[src/rtl/seven_seg_pkg.sv]
// rtl/seven_seg_pkg.sv - shared constants, FSM states and digit decode helpers for the seven-segment scanner
package seven_seg_pkg;

  localparam int NUM_DIGITS = 4;
  localparam int DIGIT_W = 2;
  localparam logic [NUM_DIGITS-1:0] ANODE_OFF = 4'b1111;

  typedef enum logic [1:0] {
    IDLE  = 2'b00,
    BLANK = 2'b01,
    DRIVE = 2'b10
  } scan_state_e;

  // Active-low one-hot anode for a digit; a masked digit stays dark.
  function automatic logic [NUM_DIGITS-1:0] digit_anode(input logic [DIGIT_W-1:0] digit,
                                                        input logic [NUM_DIGITS-1:0] mask);
    return mask[digit] ? ~(NUM_DIGITS'(1) << digit) : ANODE_OFF;
  endfunction

  function automatic logic digit_dp(input logic [DIGIT_W-1:0] digit,
                                    input logic [NUM_DIGITS-1:0] mask,
                                    input logic [NUM_DIGITS-1:0] dot);
    return mask[digit] ? ~dot[digit] : 1'b1;
  endfunction

endpackage

[src/rtl/seg_scan_controller_if.sv]
// rtl/seg_scan_controller_if.sv - control inputs and display-side outputs of the scan controller
interface seg_scan_if;
  import seven_seg_pkg::*;

  logic                  ENABLE;
  logic [NUM_DIGITS-1:0] DIGIT_MASK;
  logic [NUM_DIGITS-1:0] DOT_IN;
  logic [DIGIT_W-1:0]    Selection_Signal;
  logic [NUM_DIGITS-1:0] ANODE;
  logic                  DP;
  logic                  FRAME_START;

  modport master (
    input  ENABLE, DIGIT_MASK, DOT_IN,
    output Selection_Signal, ANODE, DP, FRAME_START
  );

  modport slave (
    output ENABLE, DIGIT_MASK, DOT_IN,
    input  Selection_Signal, ANODE, DP, FRAME_START
  );
endinterface

[src/rtl/seg_slot_timer.sv]
// rtl/seg_slot_timer.sv - down-counter timing the blank and drive phases of a digit slot
module seg_slot_timer #(
  parameter int TICK_DIV     = 100000,
  parameter int BLANK_CYCLES = 64
) (
  input  logic clk_i,
  input  logic rst_i,
  input  logic clr_i,
  input  logic load_i,
  input  logic load_blank_i,
  input  logic en_i,
  output logic done_o
);

  localparam int CNT_W = $clog2(TICK_DIV);
  localparam logic [CNT_W-1:0] BLANK_LOAD = CNT_W'(BLANK_CYCLES - 1);
  localparam logic [CNT_W-1:0] DRIVE_LOAD = CNT_W'(TICK_DIV - BLANK_CYCLES - 1);

  logic [CNT_W-1:0] cnt_q, cnt_d;

  always_comb begin
    cnt_d = cnt_q;
    if (clr_i) begin
      cnt_d = '0;
    end else if (load_i) begin
      cnt_d = load_blank_i ? BLANK_LOAD : DRIVE_LOAD;
    end else if (cnt_q != '0) begin
      cnt_d = cnt_q - 1'b1;
    end
  end

  always_ff @(posedge clk_i) begin
    if (rst_i) begin
      cnt_q <= '0;
    end else begin
      cnt_q <= cnt_d;
    end
  end

  // Loaded with length-1, so zero marks the final cycle of the phase.
  assign done_o = en_i && (cnt_q == '0);

endmodule

[src/rtl/seg_scan_controller.sv]
// rtl/seg_scan_controller.sv - 4-digit seven-segment scan FSM driving mux select, anodes and decimal point
module seg_scan_controller
  import seven_seg_pkg::*;
#(
  parameter int TICK_DIV     = 100000,
  parameter int BLANK_CYCLES = 64
) (
  input  logic       CLK,
  input  logic       RESET,
  seg_scan_if.master bus
);

  if (BLANK_CYCLES < 2 || TICK_DIV <= BLANK_CYCLES + 1) begin : g_bad_params
    $error("seg_scan_controller: need BLANK_CYCLES >= 2 and TICK_DIV > BLANK_CYCLES + 1");
  end

  scan_state_e           state_q;
  logic [DIGIT_W-1:0]    sel_q;
  logic [NUM_DIGITS-1:0] anode_q;
  logic                  dp_q;
  logic                  frame_q;

  logic                  tmr_clr, tmr_load, tmr_load_blank, tmr_en, tmr_done;
  logic [DIGIT_W-1:0]    next_digit;

  assign next_digit = DIGIT_W'(sel_q + 1'b1);

  always_comb begin
    tmr_clr        = 1'b0;
    tmr_load       = 1'b0;
    tmr_load_blank = 1'b0;
    tmr_en         = (state_q == BLANK) || (state_q == DRIVE);
    case (state_q)
      IDLE: begin
        if (bus.ENABLE) begin
          tmr_load       = 1'b1;
          tmr_load_blank = 1'b1;
        end
      end
      BLANK: begin
        if (!bus.ENABLE)  tmr_clr  = 1'b1;
        else if (tmr_done) tmr_load = 1'b1;
      end
      DRIVE: begin
        if (!bus.ENABLE) begin
          tmr_clr = 1'b1;
        end else if (tmr_done) begin
          tmr_load       = 1'b1;
          tmr_load_blank = 1'b1;
        end
      end
      default: tmr_clr = 1'b1;
    endcase
  end

  seg_slot_timer #(
    .TICK_DIV    (TICK_DIV),
    .BLANK_CYCLES(BLANK_CYCLES)
  ) u_slot_timer (
    .clk_i       (CLK),
    .rst_i       (RESET),
    .clr_i       (tmr_clr),
    .load_i      (tmr_load),
    .load_blank_i(tmr_load_blank),
    .en_i        (tmr_en),
    .done_o      (tmr_done)
  );

  // Select moves at blank entry so the registered mux settles before anodes turn on.
  always_ff @(posedge CLK) begin
    if (RESET) begin
      state_q <= IDLE;
      sel_q   <= '0;
      anode_q <= ANODE_OFF;
      dp_q    <= 1'b1;
      frame_q <= 1'b0;
    end else begin
      anode_q <= ANODE_OFF;
      dp_q    <= 1'b1;
      frame_q <= 1'b0;
      case (state_q)
        IDLE: begin
          if (bus.ENABLE) begin
            state_q <= BLANK;
            sel_q   <= '0;
            frame_q <= 1'b1;
          end
        end
        BLANK: begin
          if (!bus.ENABLE) begin
            state_q <= IDLE;
          end else if (tmr_done) begin
            state_q <= DRIVE;
            anode_q <= digit_anode(sel_q, bus.DIGIT_MASK);
            dp_q    <= digit_dp(sel_q, bus.DIGIT_MASK, bus.DOT_IN);
          end
        end
        DRIVE: begin
          if (!bus.ENABLE) begin
            state_q <= IDLE;
          end else if (tmr_done) begin
            state_q <= BLANK;
            sel_q   <= next_digit;
            frame_q <= (next_digit == '0);
          end else begin
            anode_q <= digit_anode(sel_q, bus.DIGIT_MASK);
            dp_q    <= digit_dp(sel_q, bus.DIGIT_MASK, bus.DOT_IN);
          end
        end
        default: state_q <= IDLE;
      endcase
    end
  end

  assign bus.Selection_Signal = sel_q;
  assign bus.ANODE            = anode_q;
  assign bus.DP               = dp_q;
  assign bus.FRAME_START      = frame_q;

endmodule

[src/flat_wrapper.sv]
// flat-port wrapper written by rule: the top's interface ports become plain ports
module seg_scan_controller_flat import seven_seg_pkg::*;
#(
  parameter int TICK_DIV     = 100000,
  parameter int BLANK_CYCLES = 64
)
  (CLK, RESET, bus_ENABLE, bus_DIGIT_MASK, bus_DOT_IN, bus_Selection_Signal, bus_ANODE, bus_DP, bus_FRAME_START);
  seg_scan_if bus_i ();
  input  logic CLK;
  input  logic RESET;
  input wire logic [$bits(bus_i.ENABLE)-1:0] bus_ENABLE;
  input wire logic [$bits(bus_i.DIGIT_MASK)-1:0] bus_DIGIT_MASK;
  input wire logic [$bits(bus_i.DOT_IN)-1:0] bus_DOT_IN;
  output wire logic [$bits(bus_i.Selection_Signal)-1:0] bus_Selection_Signal;
  output wire logic [$bits(bus_i.ANODE)-1:0] bus_ANODE;
  output wire logic [$bits(bus_i.DP)-1:0] bus_DP;
  output wire logic [$bits(bus_i.FRAME_START)-1:0] bus_FRAME_START;
  assign bus_i.ENABLE = bus_ENABLE;
  assign bus_i.DIGIT_MASK = bus_DIGIT_MASK;
  assign bus_i.DOT_IN = bus_DOT_IN;
  assign bus_Selection_Signal = bus_i.Selection_Signal;
  assign bus_ANODE = bus_i.ANODE;
  assign bus_DP = bus_i.DP;
  assign bus_FRAME_START = bus_i.FRAME_START;
  seg_scan_controller #(.TICK_DIV(TICK_DIV), .BLANK_CYCLES(BLANK_CYCLES)) u_core (.CLK(CLK), .RESET(RESET), .bus(bus_i));
endmodule
[config.mk]
export PLATFORM = sky130hd
export DESIGN_NAME = seg_scan_controller_flat
export DESIGN_NICKNAME = d
export VERILOG_FILES = /design/src/rtl/seven_seg_pkg.sv /design/src/rtl/seg_scan_controller_if.sv /design/src/rtl/seg_slot_timer.sv /design/src/rtl/seg_scan_controller.sv /design/src/flat_wrapper.sv
export SDC_FILE = /design/constraint.sdc
export NUM_CORES = 1
export LEC_CHECK = 0
export ABC_CLOCK_PERIOD_IN_PS = 2720
export CORE_MARGIN = 2
export CORE_UTILIZATION = 55
export CTS_CLUSTER_DIAMETER = 80
export CTS_CLUSTER_SIZE = 40
export DETAILED_ROUTE_END_ITERATION = 8
export PLACE_DENSITY_LB_ADDON = 0.2
export SLEW_MARGIN = 15
export SYNTH_ARGS = -nofsm -noshare
export SYNTH_HDL_FRONTEND = slang
export SYNTH_SLANG_ARGS = --single-unit
[constraint.sdc]
create_clock -name CLK -period 2.72 [get_ports CLK]
set_input_delay 0.816 -clock CLK [delete_from_list [all_inputs] [get_ports CLK]]
set_output_delay 0.816 -clock CLK [all_outputs]
set_load 0.1 [all_outputs]
Word-level counts from Yosys, hierarchy flattened
Index checks and enable logic that the tools add are counted.
Widths: inputs -> output; s select.
{ "totals": {"reg_bits": 27, "input_bits": 11, "out_inout_bits": 8, "wordCells": 70} }
{ "op_classes": {"addsub": 2, "order_cmp": 1, "eq_ne": 7, "n_shift": 1, "n_mux": 39, "bitwise": 2, "reduce_logical": 12} }
{ "op_table": {"columns": ["op", "n"], "rows": [
  ["$mux 17", 3],
  ["$mux 4", 5],
  ["$logic_not 17->1", 1],
  ["$reduce_bool 17->1", 1],
  ["$sub 17x1->17 const B", 1],
  ["$mux 2", 8],
  ["$mux 1", 13],
  ["$pmux 1 s2", 5],
  ["$pmux 4 s2", 1],
  ["$ne 3x2->1 const B", 2],
  ["$pmux 2 s3", 1],
  ["$bmux 1 s2", 2],
  ["$logic_not 2->1", 2],
  ["$ne 2x2->1 const B", 2],
  ["$not 4->4", 1],
  ["$pmux 2 s2", 1],
  ["$reduce_and 4->1", 1],
  ["$reduce_bool 2->1", 2],
  ["$reduce_or 2->1", 2],
  ["$shl 1x2->4 const A", 1],
  ["$lt 2x3->1 const B", 1],
  ["$reduce_and 3->1", 1],
  ["$add 2x1->2 const B", 1],
  ["$eq 2x1->1 const B", 1],
  ["other kinds (5)", 5]
]} }

Depth between registers and ports, before layout
Gate-level depths: netlist of the first run.
{ "depth": {"depth_word": 8, "depth_mapped": 8, "mapped_depth_nobuf": 7} }

Modules after synthesis
A second synthesis of the first run with hierarchy kept.
{ "unflattened": {"hier_cells": 169, "hier_area_um2": 1496.4} }
{ "modules_own_cells": {"columns": ["mod", "n_inst", "cells_per_inst", "area_each_um2", "seq_area_each_um2"], "rows": [
  ["seg_slot_timer", 1, 100, 845.8, 340.3],
  ["seg_scan_controller", 1, 69, 650.6, 200.2]
]} }

Least setup slack after synthesis of the first run
Ideal clock, no wire load.
{ "synth_timing": {"kind": "register to register", "from": "reg u_core.sel_q[0], in the netlist u_core.bus.Selection_Signal[0]", "to": "reg u_core.anode_q[0], in the netlist u_core.bus.ANODE[0]", "setup_ns": 0.058, "arrival_time_ns": 1.990, "t_required_ns": 2.662, "path_slack_ns": 0.672, "stages_incl_launch_ff": 4, "path_buffers": 0, "synth_period_minus_slack_ns": 2.048, "path_cell_list": "dfxtp_1 > mux4_2 > a21o_1 > nand2_1"} }
{ "synth_via": {"elab_chain_cells": 6, "word_cells_on_any_way": 10, "cone_classes": "shift (1); mux (8); bitwise (1)"} }
{ "synth_lines": {"columns": ["item", "line", "rtl"], "rows": [
  ["start, declared", "seg_scan_controller.sv:18", "logic [DIGIT_W-1:0] sel_q;"],
  ["start signal, assigned", "seg_scan_controller.sv:103", "sel_q <= next_digit;"],
  ["$bmux 1 s2 or $shl 1x2->4 (tied branches)", "seven_seg_pkg.sv:17", "return mask[digit] ? ~(NUM_DIGITS'(1) << digit) : ANODE_OFF;"],
  ["$mux 1 (not written as such) or $not 4->4 (tied branches)", "seven_seg_pkg.sv:17", null],
  ["$mux 4 *", "seven_seg_pkg.sv:17", null],
  ["$mux 4 (on tied branches)", "seg_scan_controller.sv:101, seg_scan_controller.sv:92", null],
  ["$mux 4 (on tied branches)", "seg_scan_controller.sv:99, seg_scan_controller.sv:90", null],
  ["$pmux 4 s2 *", "seg_scan_controller.sv:81", "case (state_q)"],
  ["end signal, assigned", "seg_scan_controller.sv:94", "anode_q <= digit_anode(sel_q, bus.DIGIT_MASK);"],
  ["end signal, assigned", "seg_scan_controller.sv:106", "anode_q <= digit_anode(sel_q, bus.DIGIT_MASK);"],
  ["end, declared", "seg_scan_controller.sv:19", "logic [NUM_DIGITS-1:0] anode_q;"]
]} }
Every way passes the cells marked *; elsewhere a longest branch is shown, timed or not. The select of a mux whose other input is x is not followed.
A chain may end at the register's enable or synchronous reset.

Final worst setup path of the first run
{ "layout_timing": {"from": "reg u_core.u_slot_timer.cnt_q[0]", "to": "reg u_core.u_slot_timer.cnt_q[8]"} }
{ "layout_via": {"elab_chain_cells": 6, "word_cells_on_any_way": 10, "cone_classes": "add/sub (1); mux (5); reduce/logical (4)"} }
{ "layout_lines": {"columns": ["item", "line", "rtl"], "rows": [
  ["start, declared", "seg_slot_timer.sv:19", "logic [CNT_W-1:0] cnt_q, cnt_d;"],
  ["start signal, assigned", "seg_slot_timer.sv:36", "cnt_q <= cnt_d;"],
  ["branches (longest 6 deep; another with $sub 17x1->17)", null, null]
]} }
Parallel ways; which one is timed is not known. The select of a mux whose other input is x is not followed.

==> results of run 1 <==
-- stage by stage --
step,util,instances,total power [uW]
global placement,0.642,220,955
floorplan,-,175,872
global route,0.653,224,1230
detailed placement,0.642,220,973
finish,0.653,224,1150
CTS,0.653,224,1150
-- layout make-up --
class | count | area [um^2]
flip-flops and latches | 27 | 541
clock buffers | 3 | 22.5
multi-input cells | 133 | 960
clock inverters | 1 | 7.51
fillers | 232 | 948
repair buffers | 22 | 190
inverters | 7 | 26.3
well taps | 31 | 38.8
-- power by group through the flow --
stage | Sequential (uW) | Combinational (uW) | Clock (uW)
floorplan | 536 | 336 | 0
global placement | 502 | 453 | 0
detailed placement | 505 | 467 | 0
CTS | 497 | 472 | 185
global route | 505 | 525 | 199
finish | 497 | 477 | 178
-- state kept, by name (all words and copies together), names as in the netlist --
| name | count |
|---|---|
| u_core.bus.Selection_Signal | 2 |
| u_core.u_slot_timer.cnt_q | 17 |
| u_core.bus.ANODE | 4 |
| u_core.state_q | 2 |
| u_core.bus.DP | 1 |
| u_core.bus.FRAME_START | 1 |
-- kinds of logic after synthesis --
logic type / after synthesis / share of synthesized area
compound gates: 41 / 0.157
mux: 4 / 0.0423
xor+xnor: 13 / 0.0727
fa+ha+maj: 11 / 0.0879
flops: 27 / 0.345
buf+inv: 15 / 0.0423
simple gates: 64 / 0.252
-- routing by layer --
metal  vias up  GRT usage
met5         -          0
met4         0     0.0963
met3         7     0.0272
met2        24      0.377
met1       647      0.276
li1        665          -
-- final timing paths --
check,start,endpoint,slack [ns],depth (start not counted)
setup reg to reg,u_core.u_slot_timer.cnt_q[0]$_SDFFE_PP0P_,u_core.u_slot_timer.cnt_q[8]$_SDFFE_PP0P_,0.59,7
hold / removal,u_core.state_q[1]$_SDFFE_PP0P_,u_core.state_q[1]$_SDFFE_PP0P_,0.53,2
hold reg to reg,u_core.state_q[1]$_SDFFE_PP0P_,u_core.state_q[1]$_SDFFE_PP0P_,0.53,2
setup / recovery,u_core.u_slot_timer.cnt_q[0]$_SDFFE_PP0P_,u_core.u_slot_timer.cnt_q[8]$_SDFFE_PP0P_,0.59,7
-- critical path: stages, from the launching register on --
cell and delay (ns):
dfxtp_1 0.35, inv_1 0.11, ha_1 0.19, or3b_2 0.52, nor4_1 0.39, o21ai_0 0.24, xor2_1 0.18, nor2_1 0.05
-- Yosys cell counts (all sizes together) --
cell type	instances	area, um^2
or3b	1	8.76
clkbuf	4	15.0
a41oi	1	8.76
or2	2	12.5
inv	7	26.3
o22a	1	8.76
mux4	2	45.0
nor4b	1	15.0
or4	5	37.5
or3	2	13.8
and3	1	6.26
xor2	11	96.3
nor3b	1	7.51
nand2b	3	18.8
nand3b	5	37.5
and4	2	18.8
a21oi	14	73.8
nand4bb	1	11.3
a21o	5	37.5
nor2	13	48.8
dfxtp	27	541
nor3	5	25.0
o21ai	14	73.8
mux2i	1	10.0
nor4	8	77.6
a211oi	1	7.51
o31ai	1	7.51
a31oi	1	6.26
nand2	12	45.0
o211ai	3	22.5
xnor2	2	17.5
ha	11	138
mux2	1	11.3
nand4	1	6.26
buf	4	25.0
nand3	1	5.00
==> reports/qor.csv, run 1 <==
stage,metric,value,unit
floorplan,row_count,19,
cts,tritoncts,yes,
timing,fmax,469,MHz
timing,min_period,2.13,ns
drt,drt-initial-drc-count,61,
pwr,p_comb_frac,0.414,
drt,vias,1343,
floorplan,die-area,0.00329,mm^2
logic_synthesis,synth-seq-cells,27,
critical_path,cp.arrival,2.36,ns
pwr,pwr-share-clk,0.155,
layout,layout_commonest_cell,dfxtp_1,
timing,tightest_slew,0.642,ns
timing,slew_violations,0,
status,status,finished clean,
cts,hold_buffers,0,
cts,path_clk_slew,0.15,ns
timing,fin_ws,0.587,ns
pwr,p_sw_frac,0.396,
job,drv_cap,0,
timing,final.setup_skew,0.00976,ns
layout,layout_common_cells,"dfxtp_1 (27), a21oi_1 (13), o21ai_0 (13), nor2_1 (13)",
global_route,gr-total-overflow,0,
pwr,p_leak,0.000716,uW
cts,postCtsSetupBuffers,0,
critical_path,required,2.95,ns
timing,tns,0,ns
drt,drc,0,
cts,clockRootBuffer,clkbuf_4,
floorplan,die_x,57.4,um
pwr,switchingPower,456,uW
placement,place_ws,0.252,ns
layout,layout.nets,216,
global_route,grt_use_total,0.220,
drt,ant_nets,0,
placement,dp_hpwl,2470,um
global_route,grt_pass1_wl,5770,um
cts,clock_latency,0.33,ns
floorplan,core,0.00273,mm^2
logic_synthesis,synth.avg_cell_area,8.95,um^2
layout,final_area,0.00179,mm^2
logic_synthesis,synth-seq-area-share,0.345,
cts,cts.htree.levels,1,
drt,drt-pass1-iter-count,4,
cts,numCtsBuffers,3,
global_route,antenna_found_initial,0,
floorplan,die_h,57.4,um
timing,timing.final.crit_share,0.784,
global_route,grt_pass1_vias,1359,
floorplan,initial_core_util,0.573,
pwr,pwr-share-seq,0.431,
critical_path,crit_type,flip-flop to flip-flop,
logic_synthesis,synth_cells,175,
drt,wl_met2,1670,um
drt,wl_met3,96,um
drt,wirelength,3290,um
layout,syn_to_final_growth,14.0,%
placement,io_buffers,18,
critical_path,startpoint_type,flip-flop,
critical_path,cp-end-kind,flip-flop,
drt,met1_length,1460,um
placement,gp_congestion,0.875,
placement,place_area,0.00176,mm^2
logic_synthesis,synthesis.nets,197,
timing,whs,0.535,ns
timing,hold_viol,0,
floorplan,pin_count,19,
logic_synthesis,yosysUniqueCellTypes,44,
pwr,p_int,697,uW
cts,cts-resized-gates,0,
layout,diodes,0,
timing,rsz0062_at_grt,no,
drt,via_per_inst,6.00,
cts,clockBufferDepth,2,
critical_path,crit_path_max_fanout,5,
pwr,p_per_area,646,mW/mm^2
pwr,vdd.ir_drop.worst,0.442,mV
timing,relSlewSlack,0.567,
cts,clock-sinks,27,
logic_synthesis,netlist_area,0.00157,mm^2
layout,drive_gt1_frac,0.155,
drt,wl_per_cell,14.7,um
drt,dr.max_layer_used,met4,
timing,final-setup-viol-count,0,
min_path,hold_class,flip-flop to flip-flop,
global_route,grt_max_degree,17,
logic_synthesis,synth_warnings,0,
(Power assumes the default switching activity.)
==> run 2: changes to the inputs <==
Settings changed: ABC_CLOCK_PERIOD_IN_PS 2720 to 2100.
Clock period 2.72 ns to 2.1 ns, I/O delays scaled along.
==> run 2 against run 1 <==
  * Non-clock buffer count rose by 8
  * Highest routed layer unchanged
  * Die area did not move
  * Final cell count rose by 3.6%
  * Utilization rose by 3.5 points
  * Sequential cell count did not move
  * Clock power rose by 24%
  * Critical endpoint is now u_core.u_slot_timer.cnt_q[16]$_SDFFE_PP0P_
==> reports/qor.csv, run 2 (synthesis results as in run 1) <==
stage,metric,value,unit
global_route,grt_max_degree,15,
cts,cts.htree.levels,1,
pwr,p_leak,0.000763,uW
layout,layout.nets,224,
global_route,grt_pass1_vias,1290,
critical_path,crit_path_top_delay_cell,or4_1,
critical_path,crit_chain,inv_1 -> ha_1 -> nor4b_2 -> nand4_1 -> o22a_1 -> or4_1 -> o21ai_0,
pwr,power,1520,uW
critical_path,crit_type,flip-flop to flip-flop,
timing,slew_violations,0,
critical_path,crit_path_max_fanout,4,
drt,wl_per_cell,14.3,um
layout,layout_commonest_cell,dfxtp_1,
global_route,gr-total-overflow,0,
timing,fmax,494,MHz
min_path,hold_class,flip-flop to flip-flop,
placement,io_buffers,18,
timing,relSlewSlack,0.707,
critical_path,startpoint_type,flip-flop,
layout,syn_to_final_growth,20.0,%
placement,place_area,0.00184,mm^2
critical_path,cpPeakStageDelay,0.50,ns
cts,postCtsSetupBuffers,0,
floorplan,die-area,0.00329,mm^2
cts,clock_latency,0.31,ns
drt,vias,1387,
cts,hold_buffers,0,
cts,numCtsBuffers,3,
timing,final.setup_skew,0.00292,ns
placement,gp_congestion,0.905,
critical_path,cp.arrival,2.27,ns
layout,largest-register,u_core.u_slot_timer.cnt_q,
layout,final_area,0.00188,mm^2
drt,wirelength,3320,um
cts,tritoncts,yes,
critical_path,reg2reg_from,u_core.u_slot_timer.cnt_q[0]$_SDFFE_PP0P_,
floorplan,initial_core_util,0.573,
floorplan,die_h,57.4,um
layout,diodes,0,
global_route,grt_pass1_wl,5610,um
timing,hold_viol,0,
timing,final-setup-viol-count,0,
placement,place_ws,-0.135,ns
global_route,antenna_found_initial,0,
cts,clockRootBuffer,clkbuf_4,
layout,drive_gt1_frac,0.199,
floorplan,die_x,57.4,um
drt,ant_nets,0,
status,status,finished clean,
drt,drt-pass1-iter-count,4,
pwr,vdd.ir_drop.worst,0.566,mV
floorplan,row_count,19,
min_path,hold_start,u_core.state_q[0]$_SDFFE_PP0P_,
job,drv_cap,0,
critical_path,required,2.35,ns
cts,cts-resized-gates,0,
timing,fin_ws,0.0777,ns
placement,dp_hpwl,2550,um
global_route,grt_use_total,0.215,
drt,via_per_inst,5.98,
timing,rsz0062_at_grt,no,
drt,drt-initial-drc-count,61,
timing,min_period,2.02,ns
layout,layout_common_cells,"dfxtp_1 (27), buf_4 (18), a21oi_1 (13), o21ai_0 (13), nor2_1 (13)",
cts,path_clk_slew,0.14,ns
critical_path,startpoint,u_core.u_slot_timer.cnt_q[0]$_SDFFE_PP0P_,
floorplan,core,0.00273,mm^2
timing,tightest_slew,0.439,ns
pwr,p_per_area,808,mW/mm^2
cts,clock-sinks,27,
layout,fin_util,0.688,
timing,timing.final.crit_share,0.963,
cts,clockBufferDepth,2,
layout,largest_reg_flops,17,
floorplan,pin_count,19,
drt,drc,0,
timing,tns,0,ns
critical_path,cp-end-kind,flip-flop,
## run 2: final cells by class
class	instances	area (um^2)
inverter	7	26.3
tap	31	38.8
fill	229	853
clock buffer	4	26.3
multi-input combinational	133	973
timing repair buffer	30	275
sequential	27	541
## run 2: final timing paths
check | endpoint | slack, ns | depth (start not counted)
max | u_core.u_slot_timer.cnt_q[16]$_SDFFE_PP0P_ | 0.08 | 7
min | u_core.state_q[0]$_SDFFE_PP0P_ | 0.52 | 2
max reg2reg | u_core.u_slot_timer.cnt_q[16]$_SDFFE_PP0P_ | 0.08 | 7
min reg2reg | u_core.state_q[0]$_SDFFE_PP0P_ | 0.52 | 2
## run 2: stage by stage
stage	std cells	hold slack, ns
2_1_floorplan	175	0.483
3_3_place_gp	228	0.500
3_5_place_dp	228	0.504
4_1_cts	232	0.525
5_1_grt	232	0.576
6_report	232	0.523
## run 2: metal layers
metal / track usage / vias to the layer above / routed length (um)
li1: - / 681 / -
met1: 0.283 / 663 / 1480
met2: 0.362 / 37 / 1660
met4: 0.0698 / 0 / 57
met5: 0 / - / 0
met3: 0.0317 / 6 / 123
## run 2: where the power goes
part           total, uW  internal (uW)  leakage (uW)  switching (uW)
sequential           646            575      0.000221            70.6
combinational        652            282      0.000527             369
clock                221           74.1     0.0000150             147
## run 2: worst max-delay path: cells and delay by family (launching register included)
kind            cells  cell delay, ns
simple gates        3            1.02
flops               1            0.35
fa+ha+maj           1            0.15
compound gates      2            0.34
buf+inv             1            0.10
